[src/rtl/rx_serial_7e1.sv]
// ---------------------------------------------------------------------------
// rx_serial_7e1
//   Asynchronous serial receiver for 7E1 frames:
//     idle 1, start 0, 7 data bits LSB first, parity bit, stop 1.
//   The serial line is brought into the clock domain through a 2-flop
//   synchronizer. A single FSM with a bit-timing counter samples every bit
//   at its centre, then publishes the character and its status flags.
//
// Optional build feature (macro RX_MAJORITY_EN):
//   When defined, every bit decision is the 2-of-3 majority of rx at ticks
//   c-1, c and c+1 around the nominal centre c, and the decision itself is
//   taken at c+1. Only the start check is stretched by that extra cycle;
//   later bits keep a CLKS_PER_BIT period, so their windows remain centred
//   on the true bit centres and pronto arrives one cycle later overall.
//   When undefined, a single sample is taken at tick c.
//
// Parameters:
//   CLKS_PER_BIT  clock cycles per serial bit (>= 8)
//   CW            width of the bit-timing counter
//
// Ports:
//   clock          in   system clock
//   reset          in   synchronous, active-high reset
//   dado_serial    in   serial line, asynchronous to clock
//   sel_paridade   in   0 = even parity, 1 = odd (looked at in FINAL only)
//   limpa          in   clears tem_dado
//   dados_ascii    out  [6:0] last received character
//   pronto         out  one-cycle pulse when a frame completes, good or bad
//   tem_dado       out  set on frame completion, held until limpa
//   erro_paridade  out  parity mismatch on the last frame
//   erro_frame     out  stop bit sampled 0 on the last frame
//   db_estado      out  [3:0] FSM state code for debug displays
//
// Delivery handshake: pronto is a single-cycle strobe with no back-pressure;
// the character and flags are valid from the pronto cycle until the next
// frame completes. tem_dado is a sticky "unread" flag: it is set by frame
// completion and cleared by limpa, and completion wins when both happen in
// the same cycle. A new frame overwrites the character regardless of
// tem_dado.
// ---------------------------------------------------------------------------
module rx_serial_7e1 #(
  parameter int CLKS_PER_BIT = 5208,
  parameter int CW           = $clog2(CLKS_PER_BIT)
) (
  input  logic       clock,
  input  logic       reset,
  input  logic       dado_serial,
  input  logic       sel_paridade,
  input  logic       limpa,
  output logic [6:0] dados_ascii,
  output logic       pronto,
  output logic       tem_dado,
  output logic       erro_paridade,
  output logic       erro_frame,
  output logic [3:0] db_estado
);

  typedef enum logic [2:0] {
    INICIAL        = 3'd0,
    START          = 3'd1,
    DADOS          = 3'd2,
    PARIDADE       = 3'd3,
    STOP           = 3'd4,
    FINAL          = 3'd5,
    ESPERA_REPOUSO = 3'd6
  } state_t;

  // Decision ticks. Each state is entered with tick = 0, so a bit state
  // decides at CLKS_PER_BIT-1 and the next bit centre is exactly one bit
  // period later.
  localparam logic [CW-1:0] TICK_BIT   = CW'(CLKS_PER_BIT - 1);
`ifdef RX_MAJORITY_EN
  localparam logic [CW-1:0] TICK_START = CW'(CLKS_PER_BIT / 2);
`else
  localparam logic [CW-1:0] TICK_START = CW'(CLKS_PER_BIT / 2 - 1);
`endif

  // Registered state
  state_t        state_q,     state_d;
  logic [CW-1:0] tick_q,      tick_d;
  logic [2:0]    bidx_q,      bidx_d;
  logic [6:0]    shift_q,     shift_d;
  logic          par_q,       par_d;
  logic          stop_q,      stop_d;
  logic [6:0]    data_q,      data_d;
  logic          pronto_q,    pronto_d;
  logic          tem_dado_q,  tem_dado_d;
  logic          erro_par_q,  erro_par_d;
  logic          erro_frm_q,  erro_frm_d;
  logic          sync1_q,     sync1_d;
  logic          sync2_q,     sync2_d;
`ifdef RX_MAJORITY_EN
  logic [1:0]    hist_q,      hist_d;
`endif

  logic rx;
  logic samp;

  assign rx = sync2_q;

  // Bit value used at a decision tick.
`ifdef RX_MAJORITY_EN
  // hist_q[1] = rx at c-1, hist_q[0] = rx at c, rx = rx at c+1.
  assign samp = (hist_q[1] & hist_q[0]) | (hist_q[1] & rx) | (hist_q[0] & rx);
`else
  assign samp = rx;
`endif

  always_comb begin
    state_d    = state_q;
    tick_d     = '0;
    bidx_d     = bidx_q;
    shift_d    = shift_q;
    par_d      = par_q;
    stop_d     = stop_q;
    data_d     = data_q;
    pronto_d   = 1'b0;
    tem_dado_d = tem_dado_q;
    erro_par_d = erro_par_q;
    erro_frm_d = erro_frm_q;
    sync1_d    = dado_serial;
    sync2_d    = sync1_q;
`ifdef RX_MAJORITY_EN
    hist_d     = {hist_q[0], rx};
`endif

    // Completion in FINAL below overrides this clear.
    if (limpa) begin
      tem_dado_d = 1'b0;
    end

    case (state_q)
      INICIAL: begin
        if (!rx) begin
          state_d = START;
        end
      end

      START: begin
        tick_d = tick_q + CW'(1);
        if (tick_q == TICK_START) begin
          tick_d = '0;
          bidx_d = 3'd0;
          // A line back at 1 by mid start bit was a glitch.
          state_d = samp ? INICIAL : DADOS;
        end
      end

      DADOS: begin
        tick_d = tick_q + CW'(1);
        if (tick_q == TICK_BIT) begin
          tick_d = '0;
          // Shifting in from the top leaves the first (LSB) bit in bit 0
          // after seven samples, i.e. sample bidx lands in bit bidx.
          shift_d = {samp, shift_q[6:1]};
          if (bidx_q == 3'd6) begin
            state_d = PARIDADE;
          end else begin
            bidx_d = bidx_q + 3'd1;
          end
        end
      end

      PARIDADE: begin
        tick_d = tick_q + CW'(1);
        if (tick_q == TICK_BIT) begin
          tick_d  = '0;
          par_d   = samp;
          state_d = STOP;
        end
      end

      STOP: begin
        tick_d = tick_q + CW'(1);
        if (tick_q == TICK_BIT) begin
          tick_d  = '0;
          stop_d  = samp;
          state_d = FINAL;
        end
      end

      FINAL: begin
        data_d     = shift_q;
        erro_par_d = ((^shift_q) ^ par_q) != sel_paridade;
        erro_frm_d = ~stop_q;
        pronto_d   = 1'b1;
        tem_dado_d = 1'b1;
        // A low stop bit may be a break; wait for idle before re-arming.
        state_d    = stop_q ? INICIAL : ESPERA_REPOUSO;
      end

      ESPERA_REPOUSO: begin
        if (rx) begin
          state_d = INICIAL;
        end
      end

      default: begin
        state_d = INICIAL;
      end
    endcase
  end

  always_ff @(posedge clock) begin
    if (reset) begin
      state_q    <= INICIAL;
      tick_q     <= '0;
      bidx_q     <= 3'd0;
      shift_q    <= 7'd0;
      par_q      <= 1'b0;
      stop_q     <= 1'b0;
      data_q     <= 7'd0;
      pronto_q   <= 1'b0;
      tem_dado_q <= 1'b0;
      erro_par_q <= 1'b0;
      erro_frm_q <= 1'b0;
      sync1_q    <= 1'b1;
      sync2_q    <= 1'b1;
`ifdef RX_MAJORITY_EN
      hist_q     <= 2'b11;
`endif
    end else begin
      state_q    <= state_d;
      tick_q     <= tick_d;
      bidx_q     <= bidx_d;
      shift_q    <= shift_d;
      par_q      <= par_d;
      stop_q     <= stop_d;
      data_q     <= data_d;
      pronto_q   <= pronto_d;
      tem_dado_q <= tem_dado_d;
      erro_par_q <= erro_par_d;
      erro_frm_q <= erro_frm_d;
      sync1_q    <= sync1_d;
      sync2_q    <= sync2_d;
`ifdef RX_MAJORITY_EN
      hist_q     <= hist_d;
`endif
    end
  end

  assign dados_ascii   = data_q;
  assign pronto        = pronto_q;
  assign tem_dado      = tem_dado_q;
  assign erro_paridade = erro_par_q;
  assign erro_frame    = erro_frm_q;
  assign db_estado     = {1'b0, state_q};

endmodule

[config.mk]
export PLATFORM = sky130hd
export DESIGN_NAME = rx_serial_7e1
export DESIGN_NICKNAME = d
export VERILOG_FILES = /design/src/rtl/rx_serial_7e1.sv
export SDC_FILE = /design/constraint.sdc
export NUM_CORES = 1
export LEC_CHECK = 0
export BUFFER_PORTS_ARGS = -buffer_cell sky130_fd_sc_hd__clkbuf_2
export CAP_MARGIN = 30
export CORE_ASPECT_RATIO = 0.6
export CORE_MARGIN = 2
export CORE_UTILIZATION = 35
export CTS_CLUSTER_SIZE = 28
export DETAILED_ROUTE_END_ITERATION = 16
export PLACE_DENSITY_LB_ADDON = 0.15
export REMOVE_ABC_BUFFERS = 1
export SLEW_MARGIN = 20
export SYNTH_ARGS = -nofsm -noshare
export SYNTH_HDL_FRONTEND = slang
export SYNTH_SLANG_ARGS = --single-unit
[constraint.sdc]
create_clock -name clock -period 3.4 [get_ports clock]
set_input_delay 0.34 -clock clock [delete_from_list [all_inputs] [get_ports clock]]
set_output_delay 0.34 -clock clock [all_outputs]
set_load 0.05 [all_outputs]
==> results.ini <==
[floorplan]
die_area_sq_um=6040
start_util_pct=36.95
num_rows=20
pin_count=20
die_w_um=99.01
core_area_sq_um=5130
die_h_um=61.01

[cells_and_area]
syn_to_final_growth_pct=11.42
final_common_cell=dfxtp_1
regArea_sq_um=820.8
utilization_pct=41.17
multiInputGateArea_sq_um=979.7
num_antenna_cells=0
drive_above_1_share_pct=14.89
layout.nets=242
mostFrequentLayoutCells=dfxtp_1, nand2_1, nor2_1, a21oi_1, clkbuf_2
fillCellCount=506

[pwr]
p_leak_nw=0.7450
irDropWorstVdd_v=0.0002204
total_power_mw=0.9856
power.density_nw_per_um2=466.6

[run]
maxCapViolCount=0

[critical_path]
reg2reg_depth=6
endpoint_kind=flip-flop
cp-start-kind=flip-flop
r2r_setup_slack_ns=1.35
cp.required_ns=3.59
cp_max_fo=11
reg2reg_from=tick_q[0]
r2r-end=state_q[1]
worstSetupPathType=flip-flop to flip-flop
crit_arrival_ns=2.24

[routing]
vias_per_cell=4.834
finalWirelength_um=3822
dr.first_iter.drc_count=108
ant_nets=0
drc_errors=0
num_vias=1455
avgRoutedWirePerCell_um=12.70
first_pass_iters=4

[synthesis]
synth.distinct_cells=45
synth_flop_cell=dfxtp_1
async_flop_share_pct=0
syn_avg_cell_area_sq_um=8.616
yosysWarnings=0
synth-seq-cells=41
syn-instance-count=220
syn_area_sq_um=1896
ys_seq_area_share_pct=43.30
synth-edff-count=0

[placed_design]
portBuffers=18
place_congestion=0.7794
dp_hpwl_um=2689
pre_cts_slack_ns=1.396

[clock_tree]
cts_buffer_depth=2
postCtsSetupRepairBufs=0
cts-root-buf=clkbuf_8
cts_resized=0
cts_tree=built
cts_hold_buffers=0
cts_buffers=5
cts-htree-levels=2
clock_latency_ns=0.29
cts_sinks=41
clkTransAtPathRegs_ns=0.07

[global_routing]
grt_pass1_wl_um=5934
met3_usage_pct=4.263
met1_usage_pct=22.12
overflow=0
met2_usage_pct=13.90
grt_max_degree=32
grt_usage_pct=12.95
antenna_found_initial=0
first_global_vias=1145
grt.busiest_layer=met1

[timing]
setup_ws_ns=1.349
drv_slew=0
fin_crit_sh_pct=60.32
rsz0062_at_grt=no
maxSlewHeadroom_pct=58.38
hold_violations=0
setup_violations=0
skew_ns=0.004700
tns_ns=0
period_needed_ns=2.051
fmax_mhz=487.6
tightest_slew_ns=0.6243
hold_ws_ns=0.2344

[hold_path]
hold_depth=2
hp-start=dado_serial
hold_path.class=primary input to flip-flop
hold_path_end=sync1_q

[run_status]
status=finished clean

Yosys cell counts (all sizes together) (3+ instances only):
cell type | count | area [sq um]
and3 | 3 | 18.77
ha | 3 | 37.54
nor3b | 4 | 46.29
inv | 6 | 22.52
nand4 | 6 | 37.54
nor3 | 4 | 20.02
nor2 | 26 | 100.1
or2 | 3 | 21.27
xor2 | 4 | 35.03
nand2 | 33 | 123.9
buf | 6 | 53.79
clkbuf | 5 | 18.77
nand3 | 12 | 60.06
dfxtp | 41 | 820.8
a21oi | 22 | 110.1
xnor2 | 13 | 113.9
critical path: stages, from the launching register on:
cell	delay, ns
dfxtp_1	0.37
ha_1	0.25
and4b_1	0.23
and4_1	0.46
a2bb2oi_2	0.27
a21oi_1	0.10
a311oi_1	0.27
metal layers:
metal,vias up,part of all wire (%)
li1,778,-
met1,639,62
met2,33,32
met3,5,5.4
met4,0,1.0
met5,-,0
how the worst max path moves through the flow:
stage               start          to  slack [ns]  depth (start not counted)
2_1_floorplan  state_q[1]   bidx_q[1]        1.41                          5
3_3_place_gp    tick_q[0]  tick_q[12]        1.42                          6
3_5_place_dp    tick_q[0]  state_q[1]        1.40                          6
4_1_cts         tick_q[0]  state_q[1]        1.37                          6
5_1_grt         tick_q[0]  state_q[1]        1.16                          6
6_report        tick_q[0]  state_q[1]        1.35                          6
power breakdown:
part / leakage, nW / internal [mW] / switching, mW
logic: 0.356 / 0.0293 / 0.0551
registers: 0.331 / 0.486 / 0.0132
clock network: 0.0585 / 0.239 / 0.162
total: 0.745 / 0.755 / 0.231
metrics by stage:
stage / std cells / area [sq um]
2_1_floorplan: 209 / 1823
3_5_place_dp: 293 / 1996
5_1_grt: 301 / 2112
4_1_cts: 301 / 2112
6_report: 301 / 2112
3_3_place_gp: 293 / 1996
kinds of logic (layout without fill, tap and decap cells):
group | count (synthesis) | count (layout) | synth area share (%)
flops | 41 | 41 | 43.30
fa+ha+maj | 3 | 3 | 1.980
compound gates | 36 | 36 | 12.14
mux | 2 | 2 | 1.056
xor+xnor | 18 | 18 | 9.043
buf+inv | 17 | 32 | 5.016
simple gates | 102 | 102 | 27.26
other cells | 1 | 1 | 0.1978
flip-flops by register name, indices dropped and copies added (netlist names):
register       flops
sync1_q            1
bidx_q             3
stop_q             1
erro_paridade      1
erro_frame         1
shift_q            7
par_q              1
tick_q            13
rx                 1
tem_dado           1
pronto             1
dados_ascii        7
state_q            3
cell type report:
| class | count | area share [%] |
|---|---|---|
| Multi-Input combinational cell | 162 | 46.39 |
| Tap cell | 66 | 3.910 |
| Clock inverter | 1 | 1.422 |
| Sequential cell | 41 | 38.86 |
| Clock buffer | 7 | 4.088 |
| Timing Repair Buffer | 18 | 4.265 |
| Inverter | 6 | 1.066 |
(Power assumes the default switching activity.)
